$ cat src/rtl/multiword_add_ctrl.sv
// Multiword add/subtract controller: one 32-bit ripple slice
// is reused across NWORDS words, least significant word first.
module multiword_add_ctrl #(
  parameter  int NWORDS = 4,
  localparam int W      = 32 * NWORDS
) (
  input  logic         clk,
  input  logic         rst,
  input  logic         in_valid,
  output logic         in_ready,
  input  logic [W-1:0] in_a,
  input  logic [W-1:0] in_b,
  input  logic         in_c,
  input  logic         in_sub,
  output logic         out_valid,
  input  logic         out_ready,
  output logic [W-1:0] sum,
  output logic         c_out,
  output logic         busy
);

  localparam int IW = (NWORDS > 1) ? $clog2(NWORDS) : 1;
  localparam logic [IW-1:0] LAST = IW'(NWORDS - 1);

  typedef enum logic [1:0] {
    IDLE,
    RUN,
    DONE
  } state_t;

  state_t state_q, state_d;

  logic [NWORDS-1:0][31:0] a_q, b_q, sum_q;
  logic [IW-1:0]           idx_q;
  logic                    carry_q;
  logic                    c_out_q;

  logic        accept, step, last;
  logic [31:0] a_w, b_w, slice_sum;
  logic [32:0] chain;

  // Single 32-bit ripple-carry slice, shared by all words
  always_comb begin
    a_w       = a_q[idx_q];
    b_w       = b_q[idx_q];
    chain     = '0;
    slice_sum = '0;
    chain[0]  = carry_q;
    for (int i = 0; i < 32; i++) begin
      slice_sum[i] = a_w[i] ^ b_w[i] ^ chain[i];
      chain[i+1]   = (a_w[i] & b_w[i])
                   | (chain[i] & (a_w[i] ^ b_w[i]));
    end
  end

  always_ff @(posedge clk) begin
    if (rst) state_q <= IDLE;
    else     state_q <= state_d;
  end

  always_comb begin
    state_d = state_q;
    accept  = 1'b0;
    step    = 1'b0;
    last    = 1'b0;
    unique case (state_q)
      IDLE: begin
        if (in_valid) begin
          accept  = 1'b1;
          state_d = RUN;
        end
      end
      RUN: begin
        step = 1'b1;
        if (idx_q == LAST) begin
          last    = 1'b1;
          state_d = DONE;
        end
      end
      DONE: begin
        if (out_ready) state_d = IDLE;
      end
      default: state_d = IDLE;
    endcase
  end

  always_ff @(posedge clk) begin
    if (rst) begin
      a_q     <= '0;
      b_q     <= '0;
      sum_q   <= '0;
      idx_q   <= '0;
      carry_q <= 1'b0;
      c_out_q <= 1'b0;
    end else if (accept) begin
      a_q     <= in_a;
      b_q     <= in_sub ? ~in_b : in_b;
      carry_q <= in_sub ? 1'b1 : in_c;
      idx_q   <= '0;
    end else if (step) begin
      sum_q[idx_q] <= slice_sum;
      carry_q      <= chain[32];
      if (last) begin
        c_out_q <= chain[32];
        idx_q   <= '0;
      end else begin
        idx_q <= idx_q + 1'b1;
      end
    end
  end

  assign in_ready  = (state_q == IDLE);
  assign out_valid = (state_q == DONE);
  assign busy      = (state_q != IDLE);
  assign sum       = sum_q;
  assign c_out     = c_out_q;

endmodule

$ cat config.mk
export PLATFORM = sky130hd
export DESIGN_NAME = multiword_add_ctrl
export DESIGN_NICKNAME = d
export VERILOG_FILES = /design/src/rtl/multiword_add_ctrl.sv
export SDC_FILE = /design/constraint.sdc
export NUM_CORES = 1
export LEC_CHECK = 0
export ABC_AREA = 1
export CAP_MARGIN = 10
export CORE_UTILIZATION = 45
export DETAILED_ROUTE_END_ITERATION = 8
export GPL_ROUTABILITY_DRIVEN = 0
export HOLD_SLACK_MARGIN = 0.08
export PLACE_DENSITY = 0.75
export SYNTH_ARGS = -nofsm -noshare
export SYNTH_HDL_FRONTEND = slang
export SYNTH_SLANG_ARGS = --single-unit
$ cat constraint.sdc
create_clock -name clk -period 15.2 [get_ports clk]
set_clock_uncertainty 0.1 [all_clocks]
set_input_delay 1.52 -clock clk [delete_from_list [all_inputs] [get_ports clk]]
set_output_delay 1.52 -clock clk [all_outputs]
set_load 0.01 [all_outputs]
==> results of run 1 <==
-- worst max-delay path: cells and delay by family (launching register included) --
| family | cells | cell delay [ns] |
|---|---|---|
| simple gates | 3 | 0.26 |
| flops | 1 | 0.40 |
| compound gates | 2 | 0.28 |
| buf+inv | 4 | 0.32 |
| fa+ha+maj | 32 | 13.31 |
-- layout make-up --
cell class,instances,area (um^2)
inverter,191,729
timing repair buffer,418,4120
multi-input combinational,1980,9070
sequential,390,7810
clock buffer,54,1160
antenna,8,20.0
tap,525,657
fill,3717,16000
clock inverter,17,293
-- metal layers --
metal / routed length, um / share of wire [%] / track usage [%]
met5: 23 / 0.038 / 0
met4: 2380 / 4.0 / 12.5
met3: 4510 / 7.5 / 4.20
met1: 26300 / 44 / 38.6
met2: 26900 / 45 / 44.6
-- timing repair --
item / CTS / global route
resized for setup: 9 / 8
endpoints found under the setup margin: 6 / 6
pin swaps: 1 / 0
-- state kept, by name (all words and copies together), names as in the netlist --
| name | cells |
|---|---|
| a_q | 128 |
| b_q | 128 |
| c_out | 1 |
| carry_q | 1 |
| idx_q | 2 |
| state_q | 2 |
| sum | 128 |
-- logic make-up after synthesis --
logic type	Yosys count	synth area share, %
XOR/XNOR	91	4.35
AND/OR/NAND/NOR	1540	32.5
flip-flops	390	42.6
adder cells (fa/ha/maj)	36	3.77
buffers and inverters	371	8.27
AO/OA/AOI/OAI	313	8.55
-- worst min-delay path by stage --
stage	start	endpoint	slack (ns)	cells past startpoint
after CTS	b_q[56]	b_q[56]	0.37	2
after global routing	b_q[55]	b_q[55]	0.38	2
after floorplan	b_q[100]	b_q[100]	0.34	2
after detailed placement	b_q[56]	b_q[56]	0.36	2
after global placement	b_q[59]	b_q[59]	0.36	2
final	b_q[57]	b_q[57]	0.37	2
-- power by group --
part | switching, mW | internal [mW] | total [mW] | leakage, nW
clock | 0.414 | 0.674 | 1.09 | 0.723
sequential | 0.0411 | 1.09 | 1.14 | 3.20
combinational | 0.304 | 0.210 | 0.514 | 7.10
-- cell usage after synthesis --
cell	n	area share (%)
a21oi_1	4	0.11
buf_1	8	0.16
buf_2	92	2.5
buf_4	2	0.082
clkbuf_1	78	1.6
clkinv_1	1	0.020
dfxtp_1	390	43
fa_1	32	3.5
ha_1	4	0.27
inv_1	186	3.8
inv_2	4	0.082
nand2_1	665	14
nand2_2	4	0.14
nand2_4	1	0.061
nand3_1	102	2.8
nor2_1	764	16
nor2_2	2	0.068
nor2_4	2	0.12
o21ai_0	306	8.4
o21ai_1	3	0.082
xor2_1	91	4.3
-- through the flow --
stage / worst slack, ns / hold WS, ns
after floorplan: 0.0490 / 0.344
after global placement: -0.273 / 0.357
after detailed placement: -0.397 / 0.359
after CTS: 0.0527 / 0.370
after global routing: 0.00412 / 0.382
final: 0.447 / 0.368
==> impl_metrics.tcl, run 1 <==
set metrics [dict create \
    status "finished, final reports clean" \
    design_area_mm2 0.0239 \
    gr-total-overflow 0 \
    cp_slowest_cell "fa_2" \
    boundaryPins 394 \
    cp-startpoint "idx_q[0]" \
    ys_seq_elements 390 \
    fin_crit_sh_pct 97.1 \
    arrival_ns 15.12 \
    syn_area_mm2 0.0183 \
    grt_max_degree 160 \
    p_leak_nw 11.0 \
    cts_setup_buffers 0 \
    nNetsFinal 3320 \
    cpPeakStageDelay_ns 0.48 \
    core-area_mm2 0.0399 \
    syn_nets 3039 \
    root_buffer "clkbuf_16" \
    hold_viol_final 0 \
    maxSlewViolCount 0 \
    clock_latency_ns 0.54 \
    place_area_mm2 0.0224 \
    dieArea_mm2 0.0415 \
    drtIter0Drc 1536 \
    ant_nets 0 \
    grt_pass1_wl_mm 92.2 \
    port_buffers 393 \
    cts_sinks 390 \
    r2r_slack_ns 0.45 \
    die_y_um 204 \
    end_kind "register" \
    cts_tree "built" \
    synth_warnings 0 \
    worst-setup-path-type "reg -> reg" \
    viasPerCell 5.03 \
    dp_cells 3504 \
    fin_util_pct 59.8 \
    final_cell_mix "nor2_1 (764), nand2_1 (665), clkdlybuf4s50_1 (392)" \
    wl_per_cell_um 16.8 \
    htree_levels 2 \
    synthDistinctLibCells 21 \
    post-route-drc-count 0 \
    worstPathRequired_ns 15.57 \
    hold_path_class "reg -> reg" \
    layout.cells.non_filler 3583 \
    final_common_cell "nor2_1" \
    cts-buffers-inserted 41 \
    rr_endpoint "sum[127]" \
    drive_gt1_share_pct 4.36 \
    cts_buffer_depth 3 \
    vias 18000 \
    die_x_um 204 \
    num_rows 73 \
    antenna_found_initial 10 \
    syn_avg_cell_area_um2 6.68 \
    endpoint "sum[127]" \
    worst_setup_path_start_kind "register" \
    seq_area_frac_synth_pct 42.6 \
    tightestPinTransition_ns 1.18 \
    dp_hpwl_mm 43.2 \
    fin_crit_ns 14.75 \
    setup_violations 0 \
    crit_path_frequent_cell "fa_2" \
    area_growth_syn_to_layout_pct 30.3 \
    max_freq_mhz 67.8 \
    r2r-start "idx_q[0]" \
    maxCapViolCount 0 \
    crit_fanout 9 \
    firstDrtPassIters 5 \
    synthCells 2741 \
    fin_setup_tns_ns 0 \
    routed_wl_mm 60.1 \
    finalPower_mw 2.74 \
    reg2regPathDepth 41 \
    first_global_vias 16700 \
    rsz0062_at_grt "false" \
    hold_buffers 0 \
    p_per_area_mw_per_mm2 115 \
    vdd_drop_max_uv 73.3 \
    clk_pin_slew_ns 0.06 \
    relSlewSlack_pct 21.0 \
    grtUsageTotal_pct 28.4 \
    start_util_pct 45.9 \
]
(Power assumes the default switching activity.)
==> run 2: changes to the inputs <==
Clock period 15.2 ns to 13.4 ns, I/O delays scaled along.
==> impl_metrics.tcl, run 2 (same netlist as run 1, synthesis figures left out) <==
set metrics [dict create \
    hold_viol_final 0 \
    routed_wl_mm 58.1 \
    cts_tree "built" \
    root_buffer "clkbuf_16" \
    p_leak_nw 11.0 \
    port_buffers 393 \
    use_met1_pct 36.8 \
    r2r_slack_ns 0.39 \
    drtIter0Drc 1415 \
    max_freq_mhz 76.9 \
    final_cell_mix "nor2_1 (761), nand2_1 (665), clkdlybuf4s50_1 (392)" \
    drive_gt1_share_pct 4.82 \
    num_rows 73 \
    relSlewSlack_pct 23.3 \
    crit_path_frequent_cell "fa_2" \
    worstHoldEndpoint "b_q[99]" \
    use_met3_pct 4.55 \
    clkPwrFrac_pct 37.0 \
    fin_crit_ns 13.01 \
    crit_fanout 7 \
    grt_most_used_layer "met2" \
    worst_slack_ns 0.392 \
    cts-buffers-inserted 41 \
    cp_slowest_cell "fa_2" \
    rr_endpoint "sum[127]" \
    final_common_cell "nor2_1" \
    design_area_mm2 0.0238 \
    hold_buffers 0 \
    cts_sinks 390 \
    grtUsageTotal_pct 27.4 \
    die_x_um 204 \
    layout.cells.non_filler 3581 \
    p_sw_share_pct 28.3 \
    hold_path_startpoint "b_q[99]" \
    start_util_pct 45.9 \
    firstDrtPassIters 5 \
    min_path_cells 2 \
    status "finished, final reports clean" \
    post-route-drc-count 0 \
    dp_cells 3507 \
    cpPeakStageDelay_ns 0.46 \
    ant_nets 0 \
    clk_pin_slew_ns 0.06 \
    htree_levels 2 \
    worst-setup-path-type "reg -> reg" \
    place_area_mm2 0.0224 \
    dieArea_mm2 0.0415 \
    internal-power_mw 2.13 \
    maxSlewViolCount 0 \
    maxCapViolCount 0 \
    fin_util_pct 59.6 \
    hold_path_class "reg -> reg" \
    fin_crit_sh_pct 97.1 \
    p_per_area_mw_per_mm2 125 \
    nNetsFinal 3325 \
    core-area_mm2 0.0399 \
    dp_hpwl_mm 42.2 \
    tightestPinTransition_ns 1.15 \
    area_growth_syn_to_layout_pct 29.8 \
    grt_pass1_wl_mm 88.7 \
    grt_max_degree 135 \
    first_global_vias 16400 \
    cts_buffer_depth 3 \
    grt_util_met2_pct 43.7 \
    wl_per_cell_um 16.2 \
    seq_power_share_pct 43.3 \
    gr-total-overflow 0 \
    pre_cts_slack_ns -0.387 \
    combinationalPowerShare_pct 19.6 \
    switchingPower_mw 0.841 \
    vdd_drop_max_uv 67.0 \
    worstPathRequired_ns 13.76 \
    vias 17800 \
    setup_violations 0 \
    end_kind "register" \
    arrival_ns 13.37 \
    r2r-start "idx_q[0]" \
    boundaryPins 394 \
    reg2regPathDepth 41 \
    worst_setup_path_start_kind "register" \
    antenna_found_initial 6 \
    viasPerCell 4.97 \
    clock_latency_ns 0.54 \
    die_y_um 204 \
]
[run 2: cell count changes in the layout (fill, tap and decap cells not counted), sizes merged]
cell / delta
clkbuf: +3
buf: +5
diode: -4
clkinvlp: +1
bufinv: -6
clkinv: -2
inv: +1
[run 2: critical path: cells and delay by family (launching register included)]
family                     cells  cell delay, ns
adders and majority gates     32           11.70
DFF                            1            0.37
buffers and inverters          4            0.33
and+or+nand+nor                4            0.33
AOI/OAI and AO/OA              1            0.08
[run 2: worst max-delay path by stage]
| stage | startpoint | to | slack [ns] | cells past startpoint |
|---|---|---|---|---|
| 2_1_floorplan | idx_q[0] | sum[127] | 0.02 | 43 |
| 3_5_place_dp | idx_q[0] | sum[127] | -0.39 | 41 |
| 5_1_grt | idx_q[0] | sum[127] | -0.03 | 41 |
| 3_3_place_gp | idx_q[0] | sum[127] | -0.23 | 41 |
| 4_1_cts | idx_q[0] | sum[127] | 0.05 | 41 |
| 6_report | idx_q[0] | sum[127] | 0.39 | 41 |
[run 2: area by class of cell]
cell class	instances	area (um^2)
diodes	4	10.0
clock buffers	57	1170
clock inverters	11	116
fillers	3760	16100
inverters	191	729
multi-input cells	1980	9110
flip-flops and latches	390	7810
well taps	525	657
repair buffers	423	4180
[run 2: power groups by stage]
stage          combinational (mW)  sequential (mW)  clock, mW
2_1_floorplan               0.319             1.30          0
3_3_place_gp                0.563             1.31          0
3_5_place_dp                0.573             1.31          0
4_1_cts                     0.577             1.29       1.12
5_1_grt                     0.639             1.30       1.16
6_report                    0.583             1.29       1.10
[run 2: timing repair]
item / 4_1_cts / 5_1_grt
gates resized for setup: 4 / 15
pin swaps: 20 / 8
buffers inserted: 1 / 0
endpoints found under the setup margin: 6 / 6
[run 2: per-layer routing]
layer / part of all wire (%) / up-vias
met5: 0.036 / -
met1: 44 / 8043
met2: 45 / 724
met4: 3.4 / 4
li1: - / 8916
met3: 7.8 / 104
[run 2: per-stage QoR]
step | power, mW | setup TNS (ns) | hold WS, ns
after floorplan | 1.62 | 0 | 0.344
after global placement | 1.87 | -1.02 | 0.358
after detailed placement | 1.88 | -1.82 | 0.359
after CTS | 2.98 | 0 | 0.368
after global routing | 3.09 | -0.0334 | 0.384
final | 2.97 | 0 | 0.366
==> run 3: changes to the inputs <==
Settings changed: CTS_CLUSTER_DIAMETER set to 120.
==> results of run 3 <==
No change in the layout: final DEF, timing and power equal those of run 2.
